**src/rtl/tdd_frame_timer.sv**
```systemverilog
// tdd_frame_timer: sync-armed frame counter with optional startup delay and burst limit; TDD_FRAME_INDEX_EN adds tdd_frame_index
module tdd_frame_timer #(
    parameter int REGISTER_WIDTH    = 32,
    parameter int BURST_COUNT_WIDTH = 32
) (
    input  logic                         clk,
    input  logic                         rst,
    input  logic                         tdd_enable,
    input  logic                         tdd_sync,
    input  logic                         tdd_sync_rst,
    input  logic [REGISTER_WIDTH-1:0]    asy_tdd_frame_length,
    input  logic [REGISTER_WIDTH-1:0]    asy_tdd_startup_delay,
    input  logic [BURST_COUNT_WIDTH-1:0] asy_tdd_burst_count,
    output logic [1:0]                   tdd_cstate,
    output logic [REGISTER_WIDTH-1:0]    tdd_counter,
    output logic                         tdd_endof_frame,
    output logic                         tdd_frame_start,
    output logic                         tdd_burst_done,
    output logic [BURST_COUNT_WIDTH-1:0] tdd_frame_index
);
    localparam logic [1:0] IDLE = 2'd0, ARMED = 2'd1, WAITING = 2'd2, RUNNING = 2'd3;
    logic [REGISTER_WIDTH-1:0]    frame_len, start_dly, len_eff;
    logic [BURST_COUNT_WIDTH-1:0] burst_cfg, burst_cnt;
    logic                         sync_go;
    always_comb begin
        len_eff         = frame_len == '0 ? REGISTER_WIDTH'(1) : frame_len;
        tdd_frame_start = tdd_cstate == RUNNING && tdd_counter == '0;
        tdd_endof_frame = tdd_cstate == RUNNING && tdd_counter == len_eff - REGISTER_WIDTH'(1);
        sync_go         = tdd_sync && (tdd_cstate == ARMED || (tdd_cstate[1] && tdd_sync_rst));
        tdd_burst_done  = tdd_endof_frame && burst_cnt == BURST_COUNT_WIDTH'(1) && !sync_go;
    end
    always_ff @(posedge clk) begin
        if (rst) begin
            tdd_cstate  <= IDLE;
            tdd_counter <= '0;
            burst_cnt   <= '0;
            frame_len   <= '0;
            start_dly   <= '0;
            burst_cfg   <= '0;
        end else begin
            if (tdd_cstate == IDLE) begin
                frame_len <= asy_tdd_frame_length;
                start_dly <= asy_tdd_startup_delay;
                burst_cfg <= asy_tdd_burst_count;
            end
            if (!tdd_enable) begin
                tdd_cstate  <= IDLE;
                tdd_counter <= '0;
                burst_cnt   <= '0;
            end else if (sync_go) begin
                tdd_cstate  <= start_dly == '0 ? RUNNING : WAITING;
                tdd_counter <= '0;
                burst_cnt   <= burst_cfg;
            end else if (tdd_cstate == IDLE) begin
                tdd_cstate <= ARMED;
            end else if (tdd_cstate == WAITING) begin
                if (tdd_counter == start_dly - REGISTER_WIDTH'(1)) begin
                    tdd_cstate  <= RUNNING;
                    tdd_counter <= '0;
                end else begin
                    tdd_counter <= tdd_counter + REGISTER_WIDTH'(1);
                end
            end else if (tdd_cstate == RUNNING) begin
                if (tdd_endof_frame) begin
                    tdd_counter <= '0;
                    if (burst_cnt != '0) burst_cnt <= burst_cnt - BURST_COUNT_WIDTH'(1);
                    if (burst_cnt == BURST_COUNT_WIDTH'(1)) tdd_cstate <= ARMED;
                end else begin
                    tdd_counter <= tdd_counter + REGISTER_WIDTH'(1);
                end
            end
        end
    end
`ifdef TDD_FRAME_INDEX_EN
    always_ff @(posedge clk) begin
        if (rst || !tdd_enable || sync_go) tdd_frame_index <= '0;
        else if (tdd_endof_frame) tdd_frame_index <= tdd_frame_index + BURST_COUNT_WIDTH'(1);
    end
`else
    assign tdd_frame_index = '0;
`endif
endmodule

```
**config.mk**
```make
export PLATFORM = sky130hd
export DESIGN_NAME = tdd_frame_timer
export DESIGN_NICKNAME = d
export VERILOG_FILES = /design/src/rtl/tdd_frame_timer.sv
export SDC_FILE = /design/constraint.sdc
export NUM_CORES = 1
export LEC_CHECK = 0
export CORE_MARGIN = 2
export CORE_UTILIZATION = 35
export DETAILED_ROUTE_END_ITERATION = 16
export GPL_TIMING_DRIVEN = 0
export SETUP_SLACK_MARGIN = 0.3
export SYNTH_ARGS = -nofsm -noshare
export SYNTH_HDL_FRONTEND = slang
export SYNTH_SLANG_ARGS = --single-unit
export TNS_END_PERCENT = 1
```
**constraint.sdc**
```tcl
create_clock -name clk -period 4.5 [get_ports clk]
set_input_delay 0.45 -clock clk [delete_from_list [all_inputs] [get_ports clk]]
set_output_delay 0.45 -clock clk [all_outputs]
set_load 0.05 [all_outputs]
```
==> reports/metrics.yaml, run 1 <==
die:
  die_height_um: 169
  total_die_area_mm2: 0.0287
  chipWidth_um: 169
  num_io_pins: 170
  core_area_mm2: 0.0270
  core.rowCount: 60
  start_util: 0.355
routing:
  avgViaCountPerCell: 5.30
  drt_wl_total_um: 31100
  dr_total_vias: 9623
  wl_per_cell_um: 17.1
  antenna_left: 0
  drt_pre_antenna_iters: 5
  drt_first_iter_violations: 725
  drc: 0
final_layout:
  post-route-util: 0.470
  fillers: 2751
  final_cell_count_no_fill: 1814
  proportion_of_layout_cells_with_a_drive_suffix_above_1: 0.114
  sequential_cell_area_mm2: 0.00325
  antennaDiodeCount: 0
  layout-area-overhead-vs-synth_pct: 32.1
  multiInputGateArea_mm2: 0.00612
  layout.nets: 1568
  design_area_mm2: 0.0127
cts:
  clock_sinks: 162
  cts-root-to-sink-buffers: 2
  ctsHtreeMaxLevel: 4
  cts.root.buffer_cell: "sky130_fd_sc_hd__clkbuf_16"
  cts_tree: "built"
  worst_skew_pair.late_latency_ps: 440
  cts_made_buffers: 17
  cts-hold-fix-buffers: 0
  clk_pin_slew_ps: 70
worst_setup_path:
  capture_instance_of_the_worst_register_to_register_path: "burst_cnt[30]"
  worst-setup-path-type: "flip-flop to flip-flop"
  path_max_fanout: 10
  worst-r2r-cell-count: 23
  crit_path_end_kind: "flip-flop"
  cp_data_required_time_ps: 4870
  crit_path_start_kind: "flip-flop"
  regToRegStartpoint: "frame_len[26]"
  critical_path_arrival_ps: 5090
  regToRegSetupSlack_ps: -220
yosys:
  compound_cell_area_share_of_the_yosys_netlist: 0.160
  main_combinational_cell_family_by_area_after_synthesis: "simple AND/OR/NAND/NOR gates"
  post_synth_and_or_nand_nor_area_fraction: 0.288
  synthesis.area_per_instance_um2: 7.61
  synth_top_flop_cell: "sky130_fd_sc_hd__dfxtp_1"
  asyncSetResetFlopFracSynth: 0
  yosys.cell_types.count: 69
  synth-xor-area-share: 0.121
  ys_ff_latch: 162
  synthMuxAreaShare: 0.0119
  netlist_instances: 1259
  synthesis.area_mm2: 0.00958
  synth_edf_count: 0
  synth-adder-area-share: 0.00914
  ys_seq_area_frac: 0.339
  synth_warnings: 0
sta:
  worst_slew_pin_slew_ps: 1050
  slew_headroom: 0.298
  setup_slack_ps: -223
  rsz0062_at_grt: "true"
  worst_skew_ps: 22.7
  maxSlewViolCount: 0
  finalCriticalPeriod_ps: 4720
  final_cycle_utilization_of_the_critical_path: 1.05
  achievable-frequency_mhz: 212
  timing.final.hold_violations: 0
  timing.final.setup_violations: 19
grt:
  pin_count_of_the_biggest_net_entering_global_routing: 17
  grt_usage: 0.213
  initial_antenna_violation_count: 0
  grt_first_pass_wirelength_um: 47900
  grt-ovfl-total: 0
  vias_in_the_first_global_route: 8904
status:
  violated_checks: "setup timing"
  run_status: "complete, but fails checks"
min_path:
  hold-path-cell-count: 2
  min_to: "burst_cfg[22]"
  hp-start: "burst_cfg[22]"
  hold_class: "flip-flop to flip-flop"
placed_design:
  postPlaceCellArea_mm2: 0.0115
  buffer_ports.inserted: 136
  routabilityCongestion: 0.910
  detailed_placement_wirelength_estimate_um: 23500
  numPlacedInstances: 1767
  detailedPlace.worstSlack_ps: -1010
pwr:
  vdd_ir_drop_max_uv: 289
  power.density_cell_area_mw_per_mm2: 316
  static-leakage-power_nw: 4.65
run:
  cap_viol_max_count: 0
## final cells by class
type	count	area share
Sequential cell	162	0.257
Timing Repair Buffer	151	0.118
Buffer	126	0.0513
Clock buffer	18	0.0347
Tap cell	341	0.0337
Inverter	17	0.00504
Multi-Input combinational cell	985	0.483
Clock inverter	14	0.0167
## state kept, by name, indices dropped and copies added, names as in the netlist
signal / count
frame_len: 32
burst_cnt: 32
tdd_cstate: 2
tdd_counter: 32
start_dly: 32
burst_cfg: 32
## per-layer routing
metal | wire, um | up-vias | share of wire | global-route usage
li1 | - | 4774 | - | -
met5 | 0 | - | 0 | 0
met4 | 729 | 0 | 0.023 | 0.0673
met3 | 1980 | 43 | 0.064 | 0.0382
met1 | 13800 | 4504 | 0.44 | 0.284
met2 | 14600 | 302 | 0.47 | 0.349
## worst max-delay path by stage
stage,end,start,cells past startpoint
final,burst_cnt[30],frame_len[26],23
after detailed placement,tdd_burst_done,frame_len[26],15
after floorplan,tdd_burst_done,frame_len[28],14
after global routing,burst_cnt[25],frame_len[26],23
after global placement,tdd_burst_done,frame_len[26],15
after CTS,tdd_burst_done,frame_len[26],16
## metrics by stage
stage / power [W] / hold slack, ps / TNS, ps
finish: 0.00400 / 453 / -1730
detailed placement: 0.00233 / 444 / -14430
CTS: 0.00400 / 454 / -1820
floorplan: 0.00209 / 433 / 0
global placement: 0.00232 / 441 / -12480
global route: 0.00417 / 468 / -5560
## what timing repair did
action,4_1_cts,5_1_grt
endpoints found under the hold margin,0,0
gates cloned,0,0
endpoints found under the setup margin,67,64
setup buffers,14,1
pin swaps,14,29
resized for setup,35,48
## cell usage in the layout (no fill, tap or decap), types with 7 or more instances in the layout
cell                                n
sky130_fd_sc_hd__buf_4             41
sky130_fd_sc_hd__clkbuf_1          77
sky130_fd_sc_hd__nand4_1           26
sky130_fd_sc_hd__xor2_1            67
sky130_fd_sc_hd__and3_1            11
sky130_fd_sc_hd__nand3_1           32
sky130_fd_sc_hd__clkdlybuf4s50_1  134
sky130_fd_sc_hd__or4_1             13
sky130_fd_sc_hd__or3_1             32
sky130_fd_sc_hd__mux2i_1            8
sky130_fd_sc_hd__o21ai_0           44
sky130_fd_sc_hd__or2_2              9
sky130_fd_sc_hd__nor3_2            19
sky130_fd_sc_hd__xnor2_1           65
sky130_fd_sc_hd__buf_6             13
sky130_fd_sc_hd__a21oi_1          127
sky130_fd_sc_hd__nand2_1          230
sky130_fd_sc_hd__dfxtp_1          159
sky130_fd_sc_hd__buf_1              7
sky130_fd_sc_hd__a31oi_1           23
sky130_fd_sc_hd__nor4_1            22
sky130_fd_sc_hd__inv_1             17
sky130_fd_sc_hd__nor2_1            46
sky130_fd_sc_hd__clkbuf_16         17
sky130_fd_sc_hd__nor3_1            39
sky130_fd_sc_hd__conb_1            32
sky130_fd_sc_hd__nand2b_1           9
## worst max-delay path, stage by stage, from the launching register on
cell,delay [ps]
sky130_fd_sc_hd__dfxtp_4,350
sky130_fd_sc_hd__or4_4,520
sky130_fd_sc_hd__nor4_4,310
sky130_fd_sc_hd__and3_4,230
sky130_fd_sc_hd__buf_6,100
sky130_fd_sc_hd__a21oi_4,50
sky130_fd_sc_hd__ha_4,180
sky130_fd_sc_hd__buf_8,130
sky130_fd_sc_hd__o21ba_4,190
sky130_fd_sc_hd__a221oi_2,270
sky130_fd_sc_hd__a41oi_2,90
sky130_fd_sc_hd__nor2_2,190
sky130_fd_sc_hd__buf_4,120
sky130_fd_sc_hd__buf_6,80
sky130_fd_sc_hd__buf_6,80
sky130_fd_sc_hd__buf_6,80
sky130_fd_sc_hd__buf_6,80
sky130_fd_sc_hd__buf_6,70
sky130_fd_sc_hd__nand4_1,140
sky130_fd_sc_hd__nor4_4,330
sky130_fd_sc_hd__buf_6,180
sky130_fd_sc_hd__nand3_2,170
sky130_fd_sc_hd__or4_1,480
sky130_fd_sc_hd__a31oi_1,180
## kinds of logic (layout without fill, tap and decap cells)
kind of cell / Yosys count / count (layout)
fa+ha+maj: 7 / 7
flops: 162 / 162
xor+xnor: 132 / 132
compound gates: 258 / 258
mux: 11 / 11
simple gates: 545 / 545
buf+inv: 143 / 326
other cells: 1 / 32
## report_power, final
part | switching [W] | total [W] | internal, W
clock network | 0.000674 | 0.00164 | 0.000966
logic | 0.000460 | 0.000782 | 0.000322
registers | 0.0000767 | 0.00158 | 0.00150
total | 0.00121 | 0.00400 | 0.00279
## Yosys cell counts, types with 26 or more instances
cell type	n	area, um^2
sky130_fd_sc_hd__nand2_1	231	867
sky130_fd_sc_hd__dfxtp_1	162	3240
sky130_fd_sc_hd__a21oi_1	128	641
sky130_fd_sc_hd__clkbuf_1	79	297
sky130_fd_sc_hd__xor2_1	67	587
sky130_fd_sc_hd__xnor2_1	65	569
sky130_fd_sc_hd__nor3_1	63	315
sky130_fd_sc_hd__nor2_1	47	176
sky130_fd_sc_hd__o21ai_0	44	220
sky130_fd_sc_hd__buf_4	36	270
sky130_fd_sc_hd__nand3_1	35	175
sky130_fd_sc_hd__or3_1	32	200
sky130_fd_sc_hd__nor4_1	27	169
sky130_fd_sc_hd__nand4_1	26	163
(Power assumes the default switching activity.)
==> inputs of run 2 (changes only) <==
- CTS_CLUSTER_DIAMETER: unset -> 200
==> results of run 2 <==
Same layout as run 1: the final DEF is identical, and so are final timing and power.
==> inputs of run 3 (changes only) <==
- CELL_PAD_IN_SITES_DETAIL_PLACEMENT: unset -> 0
- CELL_PAD_IN_SITES_GLOBAL_PLACEMENT: unset -> 1
- CORE_MARGIN: 2 -> unset
- PLACE_DENSITY_LB_ADDON: unset -> 0.1
==> run 3 against run 2 <==
Against the previous run: the run still ends with setup timing left; highest routed layer unchanged; sequential cell count stayed put; setup slack lost 27 ps; critical endpoint is now burst_cnt[29]; die area shrank 2.3%; combinational power hardly changed.
==> reports/metrics.yaml, run 3 (synthesis results as in run 1) <==
grt:
  grt_usage: 0.221  # +0.00856
  pin_count_of_the_biggest_net_entering_global_routing: 17  # unchanged
  initial_antenna_violation_count: 0  # unchanged
  grt-ovfl-total: 0  # unchanged
  grt_first_pass_wirelength_um: 48500  # +1.2%
  vias_in_the_first_global_route: 8762  # -1.6%
worst_setup_path:
  worst-setup-path-type: "flip-flop to flip-flop"
  cp_data_required_time_ps: 4870  # about the same
  regToRegStartpoint: "frame_len[28]"
  path_max_fanout: 7  # -3
  regToRegSetupSlack_ps: -250  # -30 ps
  crit_path_end_kind: "flip-flop"
  critical_path_arrival_ps: 5120  # +30 ps
  startpoint: "frame_len[28]"
  crit_path_start_kind: "flip-flop"
sta:
  worst_skew_ps: 11.7  # -11.0 ps
  timing.final.setup_violations: 21  # +2
  final_cycle_utilization_of_the_critical_path: 1.06  # +0.00596
  whs_ps: 452  # -1.42 ps
  rsz0062_at_grt: "true"
  setup_slack_ps: -250  # -26.8 ps
  slew_headroom: 0.332  # +0.0341
  maxSlewViolCount: 0  # unchanged
  timing.final.hold_violations: 0  # unchanged
  finalCriticalPeriod_ps: 4750  # +26.8 ps
  worst_slew_pin_slew_ps: 998  # -50.9 ps
  achievable-frequency_mhz: 211  # -0.56%
cts:
  clock_sinks: 162  # unchanged
  cts.root.buffer_cell: "sky130_fd_sc_hd__clkbuf_16"
  cts_made_buffers: 17  # unchanged
  cts-root-to-sink-buffers: 2  # unchanged
  worst_skew_pair.late_latency_ps: 440  # about the same
  cts_tree: "built"
  ctsHtreeMaxLevel: 4  # unchanged
  clk_pin_slew_ps: 70  # about the same
routing:
  drt_pre_antenna_iters: 5  # unchanged
  antenna_left: 0  # unchanged
  avgViaCountPerCell: 5.24  # -1.3%
  drt_wl_total_um: 31100  # -0.14%
  wl_per_cell_um: 17.1  # -0.47%
  drt_first_iter_violations: 597  # -18%
  dr_total_vias: 9530  # -0.97%
  drc: 0  # unchanged
die:
  core_area_mm2: 0.0269  # -0.28%
  die_height_um: 167  # -1.2%
  total_die_area_mm2: 0.0280  # -2.3%
  chipWidth_um: 167  # -1.2%
  start_util: 0.356  # +0.000993
  core.rowCount: 60  # unchanged
  num_io_pins: 170  # unchanged
pwr:
  power.density_cell_area_mw_per_mm2: 307  # -2.9%
  vdd_ir_drop_max_uv: 241  # -16%
  post-layout-total-power_w: 0.00383  # -4.2%
  internal_power_w: 0.00261  # -6.4%
  power_frac_clock: 0.384  # -0.026
  power_frac_seq: 0.412  # +0.018
  p_sw_w: 0.00122  # +0.75%
  static-leakage-power_nw: 4.61  # -0.74%
  logic_gate_share_of_total_power: 0.204  # +0.009
  power_switching_share: 0.318  # +0.0157
placed_design:
  buffer_ports.inserted: 136  # unchanged
  detailed_placement_wirelength_estimate_um: 23700  # +0.94%
  routabilityCongestion: 0.873  # -4.1%
status:
  violated_checks: "setup timing"
  run_status: "complete, but fails checks"
final_layout:
  post-route-util: 0.465  # -0.00488
  mostFrequentLayoutCell: "sky130_fd_sc_hd__nand2_1"
  layout_common_cells: "sky130_fd_sc_hd__nand2_1 (230), sky130_fd_sc_hd__dfxtp_1 (159), sky130_fd_sc_hd__clkdlybuf4s50_1 (134)"
  antennaDiodeCount: 0  # unchanged
  proportion_of_layout_cells_with_a_drive_suffix_above_1: 0.103  # -0.0106
  layout.nets: 1574  # +0.38%
  layout-area-overhead-vs-synth_pct: 30.4
run:
  cap_viol_max_count: 0  # unchanged
min_path:
  hp-start: "burst_cfg[29]"
  hold_class: "flip-flop to flip-flop"
==> run 3: path summary, 6_finish.rpt <==
check	to	cells after the start
setup / recovery	burst_cnt[29]	24
hold / removal	burst_cfg[29]	2
setup reg to reg	burst_cnt[29]	24
hold reg to reg	burst_cfg[29]	2
==> run 3: final cells by class <==
class | count | area (um^2)
Buffer | 126 | 642
Clock buffer | 18 | 429
Clock inverter | 14 | 144
Fill cell | 2781 | 14400
Inverter | 17 | 63.8
Multi-Input combinational cell | 985 | 5990
Sequential cell | 162 | 3250
Tap cell | 341 | 427
Timing Repair Buffer | 157 | 1540
==> run 3: worst max-delay path, stage by stage, from the launching register on <==
cell and delay, ps:
sky130_fd_sc_hd__dfxtp_2 330, sky130_fd_sc_hd__or4_4 550, sky130_fd_sc_hd__nor4_4 330, sky130_fd_sc_hd__and3_1 210, sky130_fd_sc_hd__buf_6 110, sky130_fd_sc_hd__a21oi_2 40, sky130_fd_sc_hd__ha_2 200, sky130_fd_sc_hd__buf_8 140
sky130_fd_sc_hd__o21ba_4 200, sky130_fd_sc_hd__a221oi_4 260, sky130_fd_sc_hd__a41oi_2 90, sky130_fd_sc_hd__nor2_2 220, sky130_fd_sc_hd__buf_4 140, sky130_fd_sc_hd__buf_6 80, sky130_fd_sc_hd__buf_6 80, sky130_fd_sc_hd__buf_6 80
sky130_fd_sc_hd__buf_6 80, sky130_fd_sc_hd__buf_6 70, sky130_fd_sc_hd__nand4_1 150, sky130_fd_sc_hd__nor4_4 330, sky130_fd_sc_hd__buf_6 180, sky130_fd_sc_hd__nand4_4 130, sky130_fd_sc_hd__buf_4 210, sky130_fd_sc_hd__or3_1 310
sky130_fd_sc_hd__a31oi_1 170
==> run 3: through the flow <==
| step | cell area [um^2] | TNS, ps | worst slack (ps) | cells |
|---|---|---|---|---|
| finish | 12500 | -2790 | -250 | 1820 |
| global route | 12500 | -13980 | -518 | 1820 |
| CTS | 12300 | -5730 | -307 | 1814 |
| detailed placement | 11500 | -18190 | -985 | 1767 |
| global placement | 11500 | -19070 | -1020 | 1767 |
| floorplan | 9750 | 0 | 160 | 1290 |
==> run 3: routing by layer <==
| metal | track usage | share of wire | vias up |
|---|---|---|---|
| li1 | - | - | 4803 |
| met2 | 0.357 | 0.47 | 234 |
| met5 | 0 | 0 | - |
| met3 | 0.0347 | 0.044 | 41 |
| met1 | 0.301 | 0.47 | 4452 |
| met4 | 0.0698 | 0.022 | 0 |
==> run 3: power by group through the flow <==
stage / registers, W / logic (W) / clock network (W)
6_report: 0.00158 / 0.000782 / 0.00147
5_1_grt: 0.00159 / 0.000857 / 0.00156
4_1_cts: 0.00158 / 0.000758 / 0.00150
3_5_place_dp: 0.00161 / 0.000719 / 0
3_3_place_gp: 0.00161 / 0.000714 / 0
2_1_floorplan: 0.00159 / 0.000502 / 0
==> run 3: timing repair <==
action / 4_1_cts / 5_1_grt
hold buffers: 0 / 0
setup endpoints to repair: 67 / 66
pin swaps: 10 / 18
resized for setup: 35 / 23
buffers inserted: 15 / 6
